**src/rtl/sar_ctrl.sv**
```systemverilog
// SAR ADC sequencer: sample, then MSB-first binary search on the comparator.
// Define SAR_DECISION_ERR_EN to add the sticky invalid-decision flag on err.
module sar_ctrl #(
  parameter int NBITS         = 8,
  parameter int SAMPLE_CYCLES = 2,
  parameter int SETTLE_CYCLES = 1
) (
  input  logic             clk,
  input  logic             rst_n,
  input  logic             start,
  input  logic             comp_p,
  input  logic             comp_n,
  output logic             comp_clk,
  output logic             sample,
  output logic [NBITS-1:0] dac_code,
  output logic             busy,
  output logic [NBITS-1:0] data_out,
`ifdef SAR_DECISION_ERR_EN
  output logic             valid,
  output logic             err
`else
  output logic             valid
`endif
);

  localparam int MAXC = (SAMPLE_CYCLES > SETTLE_CYCLES)
                      ? SAMPLE_CYCLES : SETTLE_CYCLES;
  localparam int CW = $clog2(MAXC + 1);
  localparam int BW = (NBITS > 1) ? $clog2(NBITS) : 1;

  localparam logic [CW-1:0] SAMP_LD = CW'(SAMPLE_CYCLES - 1);
  localparam logic [CW-1:0] SETL_LD = CW'(SETTLE_CYCLES - 1);
  localparam logic [BW-1:0] MSB_IDX = BW'(NBITS - 1);
  localparam logic [NBITS-1:0] ONE  = NBITS'(1);

  typedef enum logic [2:0] {
    S_IDLE,
    S_SAMPLE,
    S_SETTLE,
    S_STROBE,
    S_DECIDE,
    S_DONE
  } state_e;

  state_e           state_q, state_d;
  logic [CW-1:0]    cnt_q, cnt_d;
  logic [BW-1:0]    bit_q, bit_d;
  logic [NBITS-1:0] code_q, code_d;
  logic             comp_clk_q, comp_clk_d;
  logic             sample_q, sample_d;
  logic [NBITS-1:0] dac_code_q, dac_code_d;
  logic             busy_q, busy_d;
  logic [NBITS-1:0] data_out_q, data_out_d;
  logic             valid_q, valid_d;

  logic [NBITS-1:0] mask;
  logic [NBITS-1:0] code_nx;
  logic             keep;

`ifdef SAR_DECISION_ERR_EN
  logic errf_q, errf_d;
  logic err_q, err_d;
  logic invalid;
  assign invalid = (comp_p == comp_n);
  assign keep    = comp_p & ~comp_n;
`else
  logic unused_comp_n;
  assign unused_comp_n = comp_n;
  assign keep          = comp_p;
`endif

  assign mask    = ONE << bit_q;
  assign code_nx = keep ? (code_q | mask) : code_q;

  always_comb begin
    state_d    = state_q;
    cnt_d      = cnt_q;
    bit_d      = bit_q;
    code_d     = code_q;
    comp_clk_d = 1'b0;
    sample_d   = sample_q;
    dac_code_d = dac_code_q;
    busy_d     = busy_q;
    data_out_d = data_out_q;
    valid_d    = 1'b0;
`ifdef SAR_DECISION_ERR_EN
    errf_d     = errf_q;
    err_d      = err_q;
`endif
    unique case (state_q)
      S_IDLE, S_DONE: begin
        if (start) begin
          state_d    = S_SAMPLE;
          cnt_d      = SAMP_LD;
          bit_d      = MSB_IDX;
          code_d     = '0;
          sample_d   = 1'b1;
          busy_d     = 1'b1;
          dac_code_d = '0;
`ifdef SAR_DECISION_ERR_EN
          errf_d     = 1'b0;
`endif
        end else begin
          state_d = S_IDLE;
        end
      end
      S_SAMPLE: begin
        if (cnt_q == '0) begin
          state_d    = S_SETTLE;
          cnt_d      = SETL_LD;
          sample_d   = 1'b0;
          dac_code_d = code_q | mask;
        end else begin
          cnt_d = cnt_q - CW'(1);
        end
      end
      S_SETTLE: begin
        if (cnt_q == '0) begin
          state_d    = S_STROBE;
          comp_clk_d = 1'b1;
        end else begin
          cnt_d = cnt_q - CW'(1);
        end
      end
      S_STROBE: begin
        state_d = S_DECIDE;
      end
      S_DECIDE: begin
        code_d = code_nx;
`ifdef SAR_DECISION_ERR_EN
        errf_d = errf_q | invalid;
`endif
        if (bit_q != '0) begin
          state_d    = S_SETTLE;
          cnt_d      = SETL_LD;
          bit_d      = bit_q - BW'(1);
          dac_code_d = code_nx | (mask >> 1);
        end else begin
          state_d    = S_DONE;
          dac_code_d = code_nx;
          data_out_d = code_nx;
          valid_d    = 1'b1;
          busy_d     = 1'b0;
`ifdef SAR_DECISION_ERR_EN
          err_d      = errf_q | invalid;
`endif
        end
      end
      default: begin
        state_d = S_IDLE;
      end
    endcase
  end

  always_ff @(posedge clk) begin
    if (!rst_n) begin
      state_q    <= S_IDLE;
      cnt_q      <= '0;
      bit_q      <= MSB_IDX;
      code_q     <= '0;
      comp_clk_q <= 1'b0;
      sample_q   <= 1'b0;
      dac_code_q <= '0;
      busy_q     <= 1'b0;
      data_out_q <= '0;
      valid_q    <= 1'b0;
    end else begin
      state_q    <= state_d;
      cnt_q      <= cnt_d;
      bit_q      <= bit_d;
      code_q     <= code_d;
      comp_clk_q <= comp_clk_d;
      sample_q   <= sample_d;
      dac_code_q <= dac_code_d;
      busy_q     <= busy_d;
      data_out_q <= data_out_d;
      valid_q    <= valid_d;
    end
  end

`ifdef SAR_DECISION_ERR_EN
  always_ff @(posedge clk) begin
    if (!rst_n) begin
      errf_q <= 1'b0;
      err_q  <= 1'b0;
    end else begin
      errf_q <= errf_d;
      err_q  <= err_d;
    end
  end

  assign err = err_q;
`endif

  assign comp_clk = comp_clk_q;
  assign sample   = sample_q;
  assign dac_code = dac_code_q;
  assign busy     = busy_q;
  assign data_out = data_out_q;
  assign valid    = valid_q;

endmodule

```
**config.mk**
```make
export PLATFORM = sky130hd
export DESIGN_NAME = sar_ctrl
export DESIGN_NICKNAME = d
export VERILOG_FILES = /design/src/rtl/sar_ctrl.sv
export SDC_FILE = /design/constraint.sdc
export NUM_CORES = 1
export LEC_CHECK = 0
export ABC_AREA = 1
export CORE_ASPECT_RATIO = 2
export CORE_MARGIN = 10
export CORE_UTILIZATION = 40
export CTS_CLUSTER_DIAMETER = 150
export DETAILED_ROUTE_END_ITERATION = 12
export SYNTH_ARGS = -nofsm -noshare
export SYNTH_HDL_FRONTEND = slang
export SYNTH_SLANG_ARGS = --single-unit
```
**constraint.sdc**
```tcl
create_clock -name clk -period 2.3 [get_ports clk]
set_input_delay 0.46 -clock clk [delete_from_list [all_inputs] [get_ports clk]]
set_output_delay 0.46 -clock clk [all_outputs]
set_load 0.05 [all_outputs]
```
# Word-level counts from Yosys, hierarchy flattened
# Index checks and enable logic that the tools add are counted.
[totals]
register_bits = 36
out_inout_bits = 20
word_cells = 71
inputBits = 5
[classes]
addsub = 2
n_reduce_logical = 18
n_mux = 26
n_bitwise = 3
shifts = 1
eq_ne = 11
[op_table]
columns = ["op", "n"]
rows = [
  ["$mux W8", 4],
  ["$pmux W8 S3", 1],
  ["$pmux W8 S2", 1],
  ["$mux W3", 5],
  ["$pmux W3 S5", 1],
  ["$ne A2 B2 Y1 const B", 6],
  ["$reduce_and A3 Y1", 4],
  ["$reduce_and A2 Y1", 5],
  ["$mux W2", 4],
  ["$or A8 B7 Y8", 1],
  ["$or A8 B8 Y8", 1],
  ["$pmux W2 S4", 1],
  ["$shl A1 B3 Y8 const A", 1],
  ["$eq A3 B2 Y1 const B", 2],
  ["$eq A3 B3 Y1 const B", 2],
  ["$mux W1", 6],
  ["$pmux W3 S2", 1],
  ["$reduce_bool A3 Y1", 2],
  ["$pmux W1 S2", 2],
  ["$reduce_and A4 Y1", 1],
  ["$reduce_bool A2 Y1", 2],
  ["$reduce_bool A4 Y1", 1],
  ["$eq A3 B1 Y1 const B", 1],
  ["$logic_not A3 Y1", 1],
  ["5 further kinds", 5],
]

# Logic depth before layout (Yosys ltp)
# Gate-level depths: netlist (run 1).
[depth]
word_depth = 6
depth_mapped = 10
depth_no_buf = 10

# Worst setup path before layout (run 1)
# Ideal clock, no wire load.
[synth_timing]
path_type = "register to register"
from = "register bit_q[0]"
to = "register bit_q[0]"
n_path_buf = 1
setup_slack_ns = 0.862
period_less_slack_ns = 1.438
t_required_ns = 2.166
setup_time_ns = 0.134
arrival_ns = 1.305
path_stages_with_launch = 9
path_cell_list = "dfxtp_1 inv_1 ha_1 inv_1 nor2_1 nand2_4 buf_2 o211ai_1 nand3_1"
[synth_via]
elab_chain_cells = 3
[synth_lines]
columns = ["item", "line_no", "text"]
rows = [
  ["start, declared", "47", "logic [BW-1:0] bit_q, bit_d;"],
  ["start signal, assigned", "170", "bit_q <= bit_d;"],
  ["$sub A3 B1 Y3 / $reduce_bool A3 Y1 (equally long branches)", "136, 133", ""],
  ["$mux W3 / $ne A2 B2 Y1 (equally long branches)", "--", ""],
  ["$pmux W3 S2 / $reduce_and A3 Y1 (equally long branches)", "--", ""],
]
# Several ways; a longest one is shown, not always the timed one. The select of a mux whose other input is x is not followed.
# A chain may end at the register's enable or synchronous reset.

# Worst setup path after layout (run 1)
[layout_timing]
from = "register sample_q, in the netlist sample"
to = "output sample"
[layout_rtl]
columns = ["item", "line_no", "text"]
rows = [
  ["start, declared", "50", "logic sample_q, sample_d;"],
  ["start signal, assigned", "173", "sample_q <= sample_d;"],
  ["end, declared", "14", "output logic sample,"],
]
# No word-level cell between the ends.

==> results.json, run 1 <==
{
  "numCtsBuffers": 5,
  "vias": 1715,
  "drt-initial-drc-count": 45,
  "ant_nets": 0,
  "fin_cells": 347,
  "clock-sinks": 36,
  "clk_pin_slew_ns": 0.07,
  "ys_ff_latch": 36,
  "antenna_found_initial": 0,
  "combPwrFrac_pct": 45.8,
  "top_usage_layer": "met2",
  "track_usage_pct": 12.9,
  "fp-row-count": 35,
  "yosys_warnings": 0,
  "min_period_over_period_pct": 83.5,
  "cts_hold_buf": 0,
  "clock_tree.buffer_depth": 2,
  "pwr-share-seq_pct": 34.8,
  "wire_per_inst_um": 13.2,
  "hold_violations": 0,
  "avgSynthCellArea_um2": 7.08,
  "grt_max_degree": 17,
  "tritoncts": "yes",
  "path_cells": "clkdlybuf4s50_1",
  "drt-total-wl_um": 4580,
  "synth_cells": 264,
  "syn_nets": 277,
  "slew_headroom_pct": 63.7,
  "postCtsSetupRepairBufs": 0,
  "antenna_cells": 0,
  "finalMaxSlewViolations": 0,
  "crit_type": "reg -> out",
  "vdd_drop_max_mv": 0.593,
  "grtUsageMet1_pct": 12.5,
  "gr-usage-met2_pct": 22.7,
  "synth_area_um2": 1870,
  "outcome": "completed",
  "clkPwrFrac_pct": 19.5,
  "gp_congestion": 0.835,
  "clk_latency_ns": 0.29,
  "synth_cell_types": 25,
  "rsz0062_at_grt": "false",
  "critPathLaunchType": "flop",
  "cap_violations": 0,
  "worst-path-buf-inv": 1,
  "finalCriticalPeriod_ns": 1.92,
  "io_buffers": 23,
  "initial_utilization_pct": 41.0,
  "cpPeakStageDelay_ns": 0.81,
  "holdCritPathClass": "reg -> reg",
  "p_sw_mw": 1.07,
  "p_leak_nw": 1.04,
  "setup_viol_count_final": 0,
  "switching_share_pct": 44.5,
  "path_delay_family": "buffers and inverters",
  "drc": 0,
  "max_freq_mhz": 521,
  "cp.arrival_ns": 1.46,
  "firstDrtPassIters": 4,
  "grt_pass1_vias": 1692,
  "viasPerCell": 4.94,
  "power.total_mw": 2.40,
  "tns_ns": 0,
  "final_layout_size_suffix_gt1_share_pct": 10.3,
  "globalRoute.totalOverflow": 0,
  "dp.cells": 339,
  "final.setup_skew_ns": 0.00485,
  "die_h_um": 117,
  "setup_ws_ns": 0.381,
  "cts_root_buf": "clkbuf_8",
  "slowest_stage": "clkdlybuf4s50_1",
  "dp_worst_setup_slack_ns": 0.434,
  "syn_to_final_growth_pct": 20.1,
  "htree_levels": 2,
  "fin_area_um2": 2240,
  "cts_resized": 0,
  "fin_nets": 304,
  "gr-usage-met3_pct": 2.31,
  "dieArea_um2": 7970,
  "tightest_slew_ns": 0.544,
  "post_dp_cell_area_um2": 2150,
  "end_kind": "output port",
  "die_x_um": 68.3,
  "yosysSeqAreaShare_pct": 38.6,
  "crit_required_ns": 1.84,
  "p_per_area_nw_per_um2": 1070,
  "ioPinCount": 25,
  "post-dp-hpwl_um": 3580,
  "worst-path-max-fanout": 3,
  "core_um2": 4550,
  "grt_pass1_wl_um": 7820,
  "internal_power_mw": 1.33
}
-- cell families after synthesis --
| kind of cell | synth area share (%) |
|---|---|
| compound gates | 11.8 |
| xor+xnor | 0.469 |
| fa+ha+maj | 5.35 |
| buf+inv | 8.90 |
| flops | 38.6 |
| simple gates | 34.9 |
-- power groups by stage --
| stage | Sequential, mW | Clock, mW | Combinational [mW] |
|---|---|---|---|
| final | 0.833 | 0.466 | 1.10 |
| after floorplan | 1.00 | 0 | 0.688 |
| after detailed placement | 0.849 | 0 | 1.11 |
| after CTS | 0.835 | 0.477 | 1.12 |
| after global routing | 0.855 | 0.502 | 1.25 |
| after global placement | 0.846 | 0 | 1.11 |
-- registers in the layout (all words and copies together) (netlist names) --
register and count:
code_q 8, sample 1, dac_code 8, comp_clk 1, valid 1, state_q 3
data_out 8, cnt_q 2, bit_q 3, busy 1
-- cells in the mapped netlist, drive strengths merged --
| cell | number | area share (%) |
|---|---|---|
| nand2 | 81 | 18 |
| dfxtp | 36 | 39 |
| o21ai | 11 | 2.9 |
| a31oi | 1 | 0.33 |
| nand4 | 2 | 0.67 |
| a21oi | 20 | 5.4 |
| o21bai | 4 | 1.6 |
| xor2 | 1 | 0.47 |
| clkbuf | 3 | 0.60 |
| nor2 | 27 | 7.2 |
| nor3 | 3 | 0.80 |
| nand3 | 27 | 7.8 |
| ha | 8 | 5.4 |
| buf | 4 | 1.7 |
| inv | 32 | 6.6 |
| o211ai | 4 | 1.6 |
-- worst paths after layout --
check	start	endpoint	slack, ns	depth (start not counted)
max	sample$_SDFFE_PN0P_	sample	0.38	1
min	code_q[6]$_SDFFE_PN0P_	code_q[6]$_SDFFE_PN0P_	0.46	2
max reg2reg	bit_q[0]$_SDFFE_PN1P_	data_out[4]$_SDFFE_PN0P_	0.54	10
min reg2reg	code_q[6]$_SDFFE_PN0P_	code_q[6]$_SDFFE_PN0P_	0.46	2
-- layout by cell type (no fill, tap or decap), drive strengths merged --
| master | count |
|---|---|
| xor2 | 1 |
| a31oi | 1 |
| o211ai | 4 |
| clkbuf | 8 |
| nor2 | 27 |
| nand4 | 2 |
| nor3 | 3 |
| buf | 4 |
| a21oi | 20 |
| inv | 32 |
| dfxtp | 36 |
| clkdlybuf4s50 | 23 |
| o21bai | 4 |
| ha | 8 |
| nand2 | 81 |
| o21ai | 11 |
| nand3 | 27 |
-- final cells by class --
cell class              instances  area, µm²
repair buffers                 27        260
inverters                      32        123
clock buffers                   8       90.1
fillers                       498       2310
flip-flops and latches         36        721
multi-input cells             189        982
well taps                      55       68.8
-- metrics by stage --
stage	hold WS [ns]	util, %
floorplan	0.439	-
global placement	0.446	47.3
detailed placement	0.451	47.3
CTS	0.461	49.3
global route	0.490	49.3
finish	0.460	49.3
-- metal layers --
layer	up-vias	wire (µm)
met5	-	0
met4	0	286
met3	16	110
met1	773	1680
met2	26	2510
li1	900	-
-- tightest hold or removal path, cell delays in order (launching register included) --
cell and delay (ns):
dfxtp_1 0.31, nand2_1 0.06, a21oi_1 0.05
Power figures use the tool's default switching activity.
==> run 2, diff against run 1 <==
- clock period: 2.3 -> 1.8 ns (I/O delays scaled with it)
==> results.json, run 2 (synthesized netlist as in run 1, its figures left out) <==
{
  "antenna_found_initial": 0,
  "max_freq_mhz": 640,
  "numCtsBuffers": 5,
  "cts_resized": 0,
  "m1WireLength_um": 1750,
  "ant_nets": 0,
  "cpPeakStageDelay_ns": 0.35,
  "core_um2": 4550,
  "viasPerCell": 4.82,
  "fin_nets": 311,
  "grt_max_degree": 23,
  "htree_levels": 2,
  "cts_root_buf": "clkbuf_8",
  "finalCriticalPeriod_ns": 1.56,
  "dr_wl_met2_um": 2760,
  "worst-path-buf-inv": 4,
  "antenna_cells": 0,
  "clk_pin_slew_ns": 0.07,
  "p_per_area_nw_per_um2": 1380,
  "tritoncts": "yes",
  "worstReg2RegStart": "bit_q[0]$_SDFFE_PN1P_",
  "dp_worst_setup_slack_ns": 0.0730,
  "syn_to_final_growth_pct": 20.9,
  "grt_pass1_wl_um": 7910,
  "clock_tree.buffer_depth": 2,
  "worst-path-max-fanout": 6,
  "final_layout_size_suffix_gt1_share_pct": 19.1,
  "die_x_um": 68.3,
  "initial_utilization_pct": 41.0,
  "dp.cells": 346,
  "cts_hold_buf": 0,
  "setup_viol_count_final": 0,
  "hold_path_startpoint": "code_q[5]$_SDFFE_PN0P_",
  "clk_latency_ns": 0.29,
  "outcome": "completed",
  "drc": 0,
  "critPathMostFrequentCell": "nand2_1",
  "path_delay_family": "simple AND/OR/NAND/NOR gates",
  "p_leak_nw": 1.12,
  "crit_required_ns": 2.04,
  "die_h_um": 117,
  "setup_ws_ns": 0.238,
  "cp.arrival_ns": 1.80,
  "finalMaxSlewViolations": 0,
  "end_kind": "flop",
  "wl_met3_um": 127,
  "final.setup_skew_ns": 0.00601,
  "layout_commonest_cell": "nand2_1",
  "critPathLaunchType": "flop",
  "fin_cells": 354,
  "dieArea_um2": 7970,
  "wire_per_inst_um": 13.6,
  "holdCritPathClass": "reg -> reg",
  "cap_violations": 0,
  "layout_common_cells": "73 x nand2_1, 36 x dfxtp_1, 30 x buf_4",
  "vias": 1706,
  "globalRoute.totalOverflow": 0,
  "postCtsSetupRepairBufs": 0,
  "drt-initial-drc-count": 46,
  "post-dp-hpwl_um": 3660,
  "routed.top_layer": "met4",
  "firstDrtPassIters": 5,
  "slowest_stage": "dfxtp_1",
  "fp-row-count": 35,
  "hold_violations": 0,
  "ioPinCount": 25,
  "drt-total-wl_um": 4810,
  "track_usage_pct": 13.1,
  "gp_congestion": 0.905,
  "postLayoutCoreUtil_pct": 49.6,
  "rsz0062_at_grt": "false",
  "startpoint": "bit_q[0]$_SDFFE_PN1P_",
  "tns_ns": 0,
  "crit_type": "reg -> reg",
  "slew_headroom_pct": 74.3,
  "vdd_drop_max_mv": 0.884,
  "min_period_over_period_pct": 86.8,
  "path_cells": "inv_1 -> ha_1 -> inv_1 -> nor2_1 -> nand2_4 -> inv_2 -> nand2_1 -> inv_2 -> nand2_1 -> nand2_1",
  "grt_pass1_vias": 1758,
  "io_buffers": 23,
  "clock-sinks": 36,
  "tightest_slew_ns": 0.385
}
run 2: tightest hold or removal path: stages, from the launching register on:
cell	delay, ns
dfxtp_1	0.31
nand2_1	0.06
a21oi_1	0.05
run 2: final cells by class:
type	instances	area, µm²
sequential	36	721
tap	55	68.8
clock buffer	8	90.1
multi-input combinational	189	982
fill	493	2290
inverter	32	123
timing repair buffer	34	275
run 2: metrics by stage:
| stage | hold slack [ns] | power (mW) | instance area (µm²) |
|---|---|---|---|
| after CTS | 0.463 | 3.15 | 2260 |
| after global placement | 0.448 | 2.55 | 2170 |
| after detailed placement | 0.452 | 2.55 | 2170 |
| final | 0.463 | 3.13 | 2260 |
| after global routing | 0.484 | 3.37 | 2260 |
| after floorplan | 0.439 | 2.16 | 1870 |
run 2: path summary, 6_finish.rpt:
kind                                                 end  slack, ns  cells after the start
worst max-delay path            data_out[6]$_SDFFE_PN0P_       0.24                     10
worst min-delay path              code_q[5]$_SDFFE_PN0P_       0.46                      2
worst max register to register  data_out[6]$_SDFFE_PN0P_       0.24                     10
worst min register to register    code_q[5]$_SDFFE_PN0P_       0.46                      2
run 2: metal layers:
metal / vias to the layer above / track usage [%]
met5: - / 0
met3: 10 / 2.40
met4: 0 / 7.42
li1: 909 / -
met2: 21 / 24.5
met1: 766 / 12.4
run 2: where the power goes:
part,internal [mW],switching (mW)
registers,0.928,0.132
logic,0.472,0.986
clock network,0.312,0.293
